--- src/rtl/tt_um_jleugeri_ticktocktokens_sequencer_if.sv ---
// Event stream from the run sequencer to its consumer.
// Each transfer carries one nonzero start/stop code of one processor.
interface tt_um_jleugeri_ticktocktokens_sequencer_if #(
    parameter int ID_BITS   = 4,
    parameter int TICK_BITS = 8
);
    logic                 ev_valid;
    logic                 ev_ready;
    logic [ID_BITS-1:0]   ev_id;
    logic [1:0]           ev_code;
    logic [TICK_BITS-1:0] ev_tick;

    modport master (
        output ev_valid,
        output ev_id,
        output ev_code,
        output ev_tick,
        input  ev_ready
    );

    modport slave (
        input  ev_valid,
        input  ev_id,
        input  ev_code,
        input  ev_tick,
        output ev_ready
    );
endinterface

--- src/rtl/tt_um_jleugeri_ticktocktokens_sequencer.sv ---
// Run controller for the ticktocktokens datapath: steps slow ticks,
// then scans every processor and streams its nonzero start/stop code.
module tt_um_jleugeri_ticktocktokens_sequencer #(
    parameter int NUM_PROCESSORS = 10,
    parameter int ID_BITS        = $clog2(NUM_PROCESSORS),
    parameter int TICK_BITS      = 8,
    parameter int TIMEOUT_CYCLES = 255
) (
    input  logic                 clk,
    input  logic                 rst_n,
    input  logic                 run_req,
    input  logic [TICK_BITS-1:0] tick_count,
    input  logic                 abort,
    output logic                 run_busy,
    output logic                 run_done,
    output logic                 timeout_err,
    output logic                 hold,
    output logic                 tick,
    input  logic                 main_done,
    output logic [ID_BITS-1:0]   processor_id,
    input  logic [1:0]           token_startstop,
    tt_um_jleugeri_ticktocktokens_sequencer_if.master ev
);
    localparam int WAIT_BITS = $clog2(TIMEOUT_CYCLES + 1);
    localparam logic [WAIT_BITS-1:0] WAIT_LAST =
        WAIT_BITS'(TIMEOUT_CYCLES - 1);
    localparam logic [ID_BITS-1:0] ID_LAST =
        ID_BITS'(NUM_PROCESSORS - 1);

    typedef enum logic [2:0] {
        S_IDLE,
        S_TICK,
        S_WAIT,
        S_SCAN,
        S_SAMPLE,
        S_EMIT,
        S_NEXT
    } state_t;

    state_t               state_q;
    logic [TICK_BITS-1:0] remaining_q;
    logic [TICK_BITS-1:0] tick_idx_q;
    logic [WAIT_BITS-1:0] wait_q;
    logic [ID_BITS-1:0]   scan_q;
    logic [ID_BITS-1:0]   pid_q;
    logic                 busy_q;
    logic                 done_q;
    logic                 terr_q;
    logic                 hold_q;
    logic                 tick_q;
    logic                 ev_valid_q;
    logic [ID_BITS-1:0]   ev_id_q;
    logic [1:0]           ev_code_q;
    logic [TICK_BITS-1:0] ev_tick_q;

    always_ff @(posedge clk or negedge rst_n) begin
        if (!rst_n) begin
            state_q     <= S_IDLE;
            remaining_q <= '0;
            tick_idx_q  <= '0;
            wait_q      <= '0;
            scan_q      <= '0;
            pid_q       <= '0;
            busy_q      <= 1'b0;
            done_q      <= 1'b0;
            terr_q      <= 1'b0;
            hold_q      <= 1'b1;
            tick_q      <= 1'b0;
            ev_valid_q  <= 1'b0;
            ev_id_q     <= '0;
            ev_code_q   <= 2'b00;
            ev_tick_q   <= '0;
        end else begin
            done_q <= 1'b0;
            tick_q <= 1'b0;
            if (abort && state_q != S_IDLE) begin
                state_q    <= S_IDLE;
                hold_q     <= 1'b1;
                ev_valid_q <= 1'b0;
                busy_q     <= 1'b0;
            end else begin
                unique case (state_q)
                    S_IDLE: begin
                        if (run_req && tick_count != '0) begin
                            remaining_q <= tick_count;
                            tick_idx_q  <= '0;
                            terr_q      <= 1'b0;
                            busy_q      <= 1'b1;
                            hold_q      <= 1'b0;
                            tick_q      <= 1'b1;
                            state_q     <= S_TICK;
                        end else if (run_req) begin
                            done_q <= 1'b1;
                        end
                    end
                    S_TICK: begin
                        wait_q  <= '0;
                        state_q <= S_WAIT;
                    end
                    S_WAIT: begin
                        if (main_done) begin
                            scan_q  <= '0;
                            pid_q   <= '0;
                            hold_q  <= 1'b1;
                            state_q <= S_SCAN;
                        end else if (wait_q == WAIT_LAST) begin
                            terr_q  <= 1'b1;
                            hold_q  <= 1'b1;
                            busy_q  <= 1'b0;
                            state_q <= S_IDLE;
                        end else begin
                            wait_q <= wait_q + 1'b1;
                        end
                    end
                    // processor_id settles for one cycle before sampling
                    S_SCAN: state_q <= S_SAMPLE;
                    S_SAMPLE: begin
                        if (token_startstop != 2'b00) begin
                            ev_id_q    <= scan_q;
                            ev_code_q  <= token_startstop;
                            ev_tick_q  <= tick_idx_q;
                            ev_valid_q <= 1'b1;
                            state_q    <= S_EMIT;
                        end else begin
                            state_q <= S_NEXT;
                        end
                    end
                    S_EMIT: begin
                        if (ev.ev_ready) begin
                            ev_valid_q <= 1'b0;
                            state_q    <= S_NEXT;
                        end
                    end
                    S_NEXT: begin
                        if (scan_q != ID_LAST) begin
                            scan_q  <= scan_q + 1'b1;
                            pid_q   <= scan_q + 1'b1;
                            state_q <= S_SCAN;
                        end else if (remaining_q == TICK_BITS'(1)) begin
                            remaining_q <= '0;
                            done_q      <= 1'b1;
                            busy_q      <= 1'b0;
                            state_q     <= S_IDLE;
                        end else begin
                            remaining_q <= remaining_q - 1'b1;
                            tick_idx_q  <= tick_idx_q + 1'b1;
                            hold_q      <= 1'b0;
                            tick_q      <= 1'b1;
                            state_q     <= S_TICK;
                        end
                    end
                    default: state_q <= S_IDLE;
                endcase
            end
        end
    end

    assign run_busy     = busy_q;
    assign run_done     = done_q;
    assign timeout_err  = terr_q;
    assign hold         = hold_q;
    assign tick         = tick_q;
    assign processor_id = pid_q;
    assign ev.ev_valid  = ev_valid_q;
    assign ev.ev_id     = ev_id_q;
    assign ev.ev_code   = ev_code_q;
    assign ev.ev_tick   = ev_tick_q;
endmodule
--- src/flat_wrapper.sv ---
// flat-port wrapper written by rule: the top's interface ports become plain ports
module tt_um_jleugeri_ticktocktokens_sequencer_flat 
#(
    parameter int NUM_PROCESSORS = 10,
    parameter int ID_BITS        = $clog2(NUM_PROCESSORS),
    parameter int TICK_BITS      = 8,
    parameter int TIMEOUT_CYCLES = 255
)
  (clk, rst_n, run_req, tick_count, abort, run_busy, run_done, timeout_err, hold, tick, main_done, processor_id, token_startstop, ev_ev_valid, ev_ev_id, ev_ev_code, ev_ev_tick, ev_ev_ready);
  tt_um_jleugeri_ticktocktokens_sequencer_if #(.ID_BITS(ID_BITS), .TICK_BITS(TICK_BITS)) ev_i ();
  input  logic clk;
  input  logic rst_n;
  input  logic run_req;
  input  logic [TICK_BITS-1:0] tick_count;
  input  logic abort;
  output logic run_busy;
  output logic run_done;
  output logic timeout_err;
  output logic hold;
  output logic tick;
  input  logic main_done;
  output logic [ID_BITS-1:0] processor_id;
  input  logic [1:0] token_startstop;
  output wire logic [$bits(ev_i.ev_valid)-1:0] ev_ev_valid;
  output wire logic [$bits(ev_i.ev_id)-1:0] ev_ev_id;
  output wire logic [$bits(ev_i.ev_code)-1:0] ev_ev_code;
  output wire logic [$bits(ev_i.ev_tick)-1:0] ev_ev_tick;
  input wire logic [$bits(ev_i.ev_ready)-1:0] ev_ev_ready;
  assign ev_ev_valid = ev_i.ev_valid;
  assign ev_ev_id = ev_i.ev_id;
  assign ev_ev_code = ev_i.ev_code;
  assign ev_ev_tick = ev_i.ev_tick;
  assign ev_i.ev_ready = ev_ev_ready;
  tt_um_jleugeri_ticktocktokens_sequencer #(.NUM_PROCESSORS(NUM_PROCESSORS), .ID_BITS(ID_BITS), .TICK_BITS(TICK_BITS), .TIMEOUT_CYCLES(TIMEOUT_CYCLES)) u_core (.clk(clk), .rst_n(rst_n), .run_req(run_req), .tick_count(tick_count), .abort(abort), .run_busy(run_busy), .run_done(run_done), .timeout_err(timeout_err), .hold(hold), .tick(tick), .main_done(main_done), .processor_id(processor_id), .token_startstop(token_startstop), .ev(ev_i));
endmodule
--- config.mk ---
export PLATFORM = sky130hd
export DESIGN_NAME = tt_um_jleugeri_ticktocktokens_sequencer_flat
export DESIGN_NICKNAME = d
export VERILOG_FILES = /design/src/rtl/tt_um_jleugeri_ticktocktokens_sequencer_if.sv /design/src/rtl/tt_um_jleugeri_ticktocktokens_sequencer.sv /design/src/flat_wrapper.sv
export SDC_FILE = /design/constraint.sdc
export NUM_CORES = 1
export LEC_CHECK = 0
export CAP_MARGIN = 30
export CELL_PAD_IN_SITES_DETAIL_PLACEMENT = 1
export CELL_PAD_IN_SITES_GLOBAL_PLACEMENT = 2
export CORE_ASPECT_RATIO = 1.2
export CORE_MARGIN = 2
export CORE_UTILIZATION = 39
export CTS_BUF_LIST = sky130_fd_sc_hd__clkbuf_4
export DETAILED_ROUTE_END_ITERATION = 10
export HOLD_SLACK_MARGIN = 0.08
export PLACE_DENSITY = 0.95
export RECOVER_POWER = 50
export SETUP_SLACK_MARGIN = 0.15
export SYNTH_ARGS = -nofsm -noshare
export SYNTH_HDL_FRONTEND = slang
export SYNTH_SLANG_ARGS = --single-unit
--- constraint.sdc ---
create_clock -name clk -period 3.6 [get_ports clk]
set_input_delay 0.9 -clock clk [delete_from_list [all_inputs] [get_ports clk]]
set_output_delay 0.9 -clock clk [all_outputs]
set_load 0.02 [all_outputs]
==> impl_metrics.yaml, run 1 <==
status:
  outcome: "complete, no violations"
timing:
  setup_ws_ps: 682
  hold_ws_ps: 521
  tns_ps: 0
  fin_crit_ps: 2920
  setup_viol: 0
  rsz0062_at_grt: "false"
  finalCritPeriodShare: 0.811
  drv_slew: 0
  relSlewSlack: 0.0114
  hold_violations: 0
  worst_slew_pin_slew_ps: 1480
  clock_skew_ps: 21.8
  clock.fmax_mhz: 343
layout:
  multi_input_area_um2: 1470
  final_nets: 349
  n_fill_cell: 810
  diodes: 0
  final_cell_mix: "dfrtp_1, clkdlybuf4s50_1, o21ai_0, a21oi_1, mux2_2"
  regArea_um2: 1280
  final_common_cell: "dfrtp_1"
  instances_no_fill: 417
  drive_above_1_share: 0.125
  syn2layout_area_growth_pct: 20.4
cts:
  max-clock-path-buffers: 2
  clk_latency_ps: 390
  cts_sinks: 51
  clkTransAtPathRegs_ps: 160
  ctsHoldBuffers: 0
  clockRootBuffer: "clkbuf_4"
  htree_num_levels: 2
  cts_buffers: 5
  post_cts_buffers: 0
  ctsResizeCount: 0
  cts_tree: "built"
floorplan:
  dieArea_um2: 7990
  initial_core_util: 0.398
  io-pin-count: 40
  coreArea_um2: 7150
  fp.dieH_um: 97.5
  die_w_um: 82.0
  fp-row-count: 34
synth:
  synth_seq_cells: 51
  syn_area_um2: 2840
  synthCells: 282
  synth_fp_nets: 305
  synth-edff-count: 0
  synth_cell_types: 58
  yosys.area.top_type_share: 0.440
  yosys_warnings: 0
  synth_area_leaders: "dfrtp_1, mux2_2, ha_1"
  ys_async_sr_fraction: 1.00
  yosysSeqAreaShare: 0.449
  synth_area_leader_cell: "dfrtp_1"
  synth_ff_type: "dfrtp_1"
  avgSynthCellArea_um2: 10.1
worst_setup_path:
  r2r_start: "u_core.remaining_q[1]$_DFFE_PN0P_"
  reg2reg_depth: 6
  crit_path_frequent_cell: "clkbuf_1"
  cp-end-kind: "flip-flop"
  arrival_ps: 3190
  r2r-end: "u_core.run_busy$_DFFE_PN0P_"
  cp_slowest_cell: "clkbuf_1"
  cp_max_fo: 16
  required_ps: 3870
  cp_cell_sequence: "dlygate4sd3_1 > clkbuf_1 > nor2_1 > nand4_1 > clkbuf_1 > mux2_2"
  ff2ff_setup_slack_ps: 1180
  slowest_delay_ps: 610
  critPathKind: "in2reg"
  startpoint_type: "input pin"
route:
  routedWlPerCell_um: 17.8
  route.vias.total: 2470
  drt_wl_total_um: 7420
  drc_errors: 0
  firstDrtPassIters: 4
  via_per_inst: 5.92
  antenna_left: 0
  dr.first_iter.drc_count: 132
run:
  cap_violations: 0
global_routing:
  antenna_found_initial: 0
  grt_start_max_net_pins: 29
  gr-total-overflow: 0
  track_usage: 0.203
  grt_pass1_wl_um: 12900
  grt_pass1_vias: 2696
pwr:
  vdd_ir_drop_max_v: 0.000267
  p_sw_mw: 0.812
  switching_share: 0.416
  pwr-share-seq: 0.426
  power_density_nw_per_um2: 569
  p_int_mw: 1.14
  power_frac_comb: 0.430
  clkPwrFrac: 0.145
  power_mw: 1.95
  leakage_nw: 1.40
worst_hold_path:
  hold_depth: 2
  worstHoldStart: "u_core.ev.ev_tick[1]$_DFFE_PN0P_"
  hold-path-endpoint: "u_core.ev.ev_tick[1]$_DFFE_PN0P_"
  hp-class: "reg2reg"
placement:
  pre_cts_slack_ps: 564
  post-place-cells: 409
  routabilityCongestion: 0.827
  port_buffers: 39
  dp_hpwl_um: 5430
area by class of cell:
cell class / instances / area share
multi-input cells: 206 / 0.429
flip-flops and latches: 51 / 0.373
repair buffers: 50 / 0.134
well taps: 90 / 0.0329
inverters: 12 / 0.0132
clock buffers: 5 / 0.0110
clock inverters: 3 / 0.00658
power by group through the flow:
| stage | Combinational [mW] | Clock [mW] | Sequential, mW |
|---|---|---|---|
| after global placement | 0.817 | 0 | 0.833 |
| final | 0.837 | 0.282 | 0.830 |
| after detailed placement | 0.837 | 0 | 0.841 |
| after global routing | 0.924 | 0.316 | 0.851 |
| after floorplan | 0.496 | 0 | 0.848 |
| after CTS | 0.842 | 0.300 | 0.829 |
worst max-delay path by stage:
stage | startpoint | to | slack, ps | cells past startpoint
after floorplan | run_req | u_core.tick_idx_q[0]$_DFFE_PN0P_ | 1150 | 4
after detailed placement | abort | u_core.wait_q[5]$_DFFE_PN0P_ | 560 | 5
after global routing | abort | u_core.ev.ev_id[0]$_DFFE_PN0P_ | 470 | 6
after global placement | abort | u_core.wait_q[7]$_DFFE_PN0P_ | 630 | 5
after CTS | abort | u_core.wait_q[7]$_DFFE_PN0P_ | 990 | 5
final | abort | u_core.ev.ev_id[0]$_DFFE_PN0P_ | 680 | 6
synthesized netlist by cell type, types with 2 or more instances:
cell / count
nand4_1: 7
or4_1: 7
mux2_2: 15
nand2b_1: 5
nor2_1: 14
nor4_1: 3
or3_1: 4
nand3b_1: 3
o31ai_1: 9
mux2i_1: 3
o2bb2ai_1: 6
a21oi_1: 15
nand3_1: 10
a22oi_1: 2
buf_1: 2
and3b_1: 3
and3_1: 3
o211ai_1: 8
or4b_2: 2
inv_1: 12
ha_1: 7
a211o_1: 3
a211oi_1: 5
dfrtp_1: 50
clkbuf_1: 9
o2111ai_1: 2
o22ai_1: 2
nand2_1: 12
a21o_1: 3
o21ai_0: 16
a2bb2oi_1: 2
nor3_1: 6
buf_2: 2
xor2_1: 2
a32oi_1: 5
cells by family after synthesis:
group           after synthesis  synth area share
compound gates               91             0.228
simple gates                 87             0.179
flops                        51             0.449
buf+inv                      25            0.0339
mux                          18            0.0700
fa+ha+maj                     7            0.0308
xor+xnor                      3           0.00924
routing by layer:
metal	wire length (µm)	global-route usage
met1	3210	0.249
met2	3870	0.349
met3	177	0.0372
met4	157	0.0731
met5	0	0
worst max-delay path: cells and delay by family:
kind                   cells  cell delay [ps]
buffers and inverters      3             1580
muxes                      1              420
and+or+nand+nor            2              290
stage by stage:
step / area (µm²) / util
6_report: 3420 / 0.479
5_1_grt: 3420 / 0.479
3_5_place_dp: 3370 / 0.472
4_1_cts: 3430 / 0.480
2_1_floorplan: 2840 / -
3_3_place_gp: 3370 / 0.472
registers in the layout (all words and copies together) (netlist names):
name and cells:
u_core.ev.ev_tick 8, u_core.tick 1, u_core.hold 1, u_core.remaining_q 8, u_core.run_done 1, u_core.ev.ev_code 2
u_core.state_q 3, u_core.ev.ev_id 4, u_core.wait_q 8, u_core.ev.ev_valid 1, u_core.run_busy 1, u_core.tick_idx_q 8
u_core.timeout_err 1, u_core.scan_q 4
Power figures use the tool's default switching activity.
==> inputs of run 2 (changes only) <==
--- a/config.mk
+++ b/config.mk
@@ -10,11 +10,11 @@
 export CELL_PAD_IN_SITES_GLOBAL_PLACEMENT = 2
 export CORE_ASPECT_RATIO = 1.2
 export CORE_MARGIN = 2
-export CORE_UTILIZATION = 39
+export CORE_UTILIZATION = 36
 export CTS_BUF_LIST = sky130_fd_sc_hd__clkbuf_4
 export DETAILED_ROUTE_END_ITERATION = 10
 export HOLD_SLACK_MARGIN = 0.08
-export PLACE_DENSITY = 0.95
+export PLACE_DENSITY = 0.9
 export RECOVER_POWER = 50
 export SETUP_SLACK_MARGIN = 0.15
 export SYNTH_ARGS = -nofsm -noshare
==> constraint.sdc (replaced) <==
create_clock -name clk -period 2.9 [get_ports clk]
set_input_delay 0.725 -clock clk [delete_from_list [all_inputs] [get_ports clk]]
set_output_delay 0.725 -clock clk [all_outputs]
set_load 0.02 [all_outputs]
==> run 2 against run 1 <==
The flow now finishes with violations (max-capacitance violations, max-slew violations). Global-route usage is 1.8 points lower. Count of clock-buffer cells in the layout stayed put. Flip-flop and latch count stayed put. First-iteration DRC count is 0.76% lower. Setup slack worse by 370 ps. Die area is 7.9% higher. Critical path type unchanged. Highest routed layer unchanged.
==> impl_metrics.yaml, run 2 (synthesized netlist as in run 1, its figures left out) <==
status:
  outcome: "finished with violations"
  violations: "max-capacitance violations, max-slew violations"
floorplan:
  fp.dieH_um: 101
  coreArea_um2: 7660
  dieArea_um2: 8630
  fp-row-count: 35
  io-pin-count: 40
  initial_core_util: 0.371
  die_w_um: 85.1
placement:
  post-place-cells: 415
  port_buffers: 39
  dp_hpwl_um: 5740
  postPlaceCellArea_um2: 3410
  routabilityCongestion: 0.790
worst_setup_path:
  crit_cells: 5
  r2r_start: "u_core.remaining_q[1]$_DFFE_PN0P_"
  cp-end-kind: "flip-flop"
  ff2ff_setup_slack_ps: 510
  cp_slowest_cell: "dlygate4sd3_1"
  slowest_delay_ps: 550
  cp_cell_sequence: "dlygate4sd3_1 > or4b_4 > a211o_1 > or4_1 > a21oi_1"
  critPathKind: "in2reg"
  reg2reg_depth: 6
  required_ps: 3200
  arrival_ps: 2880
  path_buf_inv: 1
  crit_family: "simple AND/OR/NAND/NOR gates"
  cp_max_fo: 11
  startpoint_type: "input pin"
  r2r-end: "u_core.run_busy$_DFFE_PN0P_"
cts:
  clockRootBuffer: "clkbuf_4"
  ctsHoldBuffers: 0
  htree_num_levels: 2
  cts_tree: "built"
  post_cts_buffers: 0
  cts_sinks: 51
  cts_buffers: 5
  ctsResizeCount: 0
  clk_latency_ps: 380
  clkTransAtPathRegs_ps: 170
  max-clock-path-buffers: 2
timing:
  worst_slew_pin_slew_ps: 1870
  finalCritPeriodShare: 0.892
  fin_crit_ps: 2590
  drv_slew: 34
  clock.fmax_mhz: 387
  setup_viol: 0
  rsz0062_at_grt: "false"
  tns_ps: 0
  hold_ws_ps: 504
  relSlewSlack: -0.244
  clock_skew_ps: 20.9
  hold_violations: 0
route:
  antenna_left: 0
  dr.first_iter.drc_count: 131
  routedWlPerCell_um: 18.3
  firstDrtPassIters: 4
  drc_errors: 0
  route.vias.total: 2503
  drt_wl_total_um: 7750
  via_per_inst: 5.92
layout:
  instances_no_fill: 423
  final_nets: 353
  multi_input_area_um2: 1470
  final_util: 0.450
  syn2layout_area_growth_pct: 21.4
  drive_above_1_share: 0.136
  final_cell_mix: "dfrtp_1, clkdlybuf4s50_1, o21ai_0, a21oi_1, mux2_2"
  regArea_um2: 1280
  postLayoutCellArea_um2: 3450
  n_fill_cell: 855
  diodes: 0
  final_common_cell: "dfrtp_1"
worst_hold_path:
  hold-path-endpoint: "u_core.hold$_DFFE_PN1P_"
  worstHoldStart: "u_core.hold$_DFFE_PN1P_"
  hold_depth: 2
  hp-class: "reg2reg"
global_routing:
  grt_pass1_wl_um: 13000
  track_usage: 0.185
  gr-total-overflow: 0
  antenna_found_initial: 0
  grt_pass1_vias: 2621
  grt_start_max_net_pins: 34
pwr:
  vdd_ir_drop_max_v: 0.000307
  power_density_nw_per_um2: 706
  leakage_nw: 1.41
run:
  cap_violations: 1
## run 2: cell types whose count changed in the layout (fill, tap and decap cells not counted), sizes merged
cell           before  now
clkdlybuf4s50      37   36
clkinv              1    2
inv                14   13
dlygate4sd3         1    2
buf                 9   12
clkbuf              8    9
## run 2: worst max path at each step
stage                 start                          endpoint
floorplan           run_req  u_core.tick_idx_q[0]$_DFFE_PN0P_
detailed placement    abort      u_core.wait_q[5]$_DFFE_PN0P_
global route          abort      u_core.wait_q[7]$_DFFE_PN0P_
CTS                   abort      u_core.wait_q[5]$_DFFE_PN0P_
finish                abort      u_core.wait_q[5]$_DFFE_PN0P_
global placement      abort      u_core.wait_q[5]$_DFFE_PN0P_
## run 2: layout make-up
class | count | area share
multi-input cells | 206 | 0.426
flip-flops and latches | 51 | 0.370
repair buffers | 54 | 0.141
well taps | 92 | 0.0333
inverters | 12 | 0.0130
clock buffers | 5 | 0.0109
clock inverters | 3 | 0.00652
## run 2: worst min-delay path, cell delays in order (launching register included)
cell	delay (ps)
dfstp_2	420
inv_1	50
a211oi_1	60
## run 2: power breakdown
group          internal, mW  switching (mW)  leakage, nW
clock                0.0986           0.246       0.0356
sequential            0.858           0.182        0.684
combinational         0.467           0.585        0.693
## run 2: through the flow
stage,power (mW),setup slack [ps]
floorplan,1.67,627
global placement,2.07,128
detailed placement,2.11,62.1
CTS,2.46,465
global route,2.61,266
finish,2.44,314
## run 2: per-layer routing
| layer | GRT usage | wire length, µm |
|---|---|---|
| met4 | 0.0623 | 137 |
| met3 | 0.0212 | 207 |
| met5 | 0 | 0 |
| met2 | 0.332 | 3980 |
| met1 | 0.232 | 3420 |
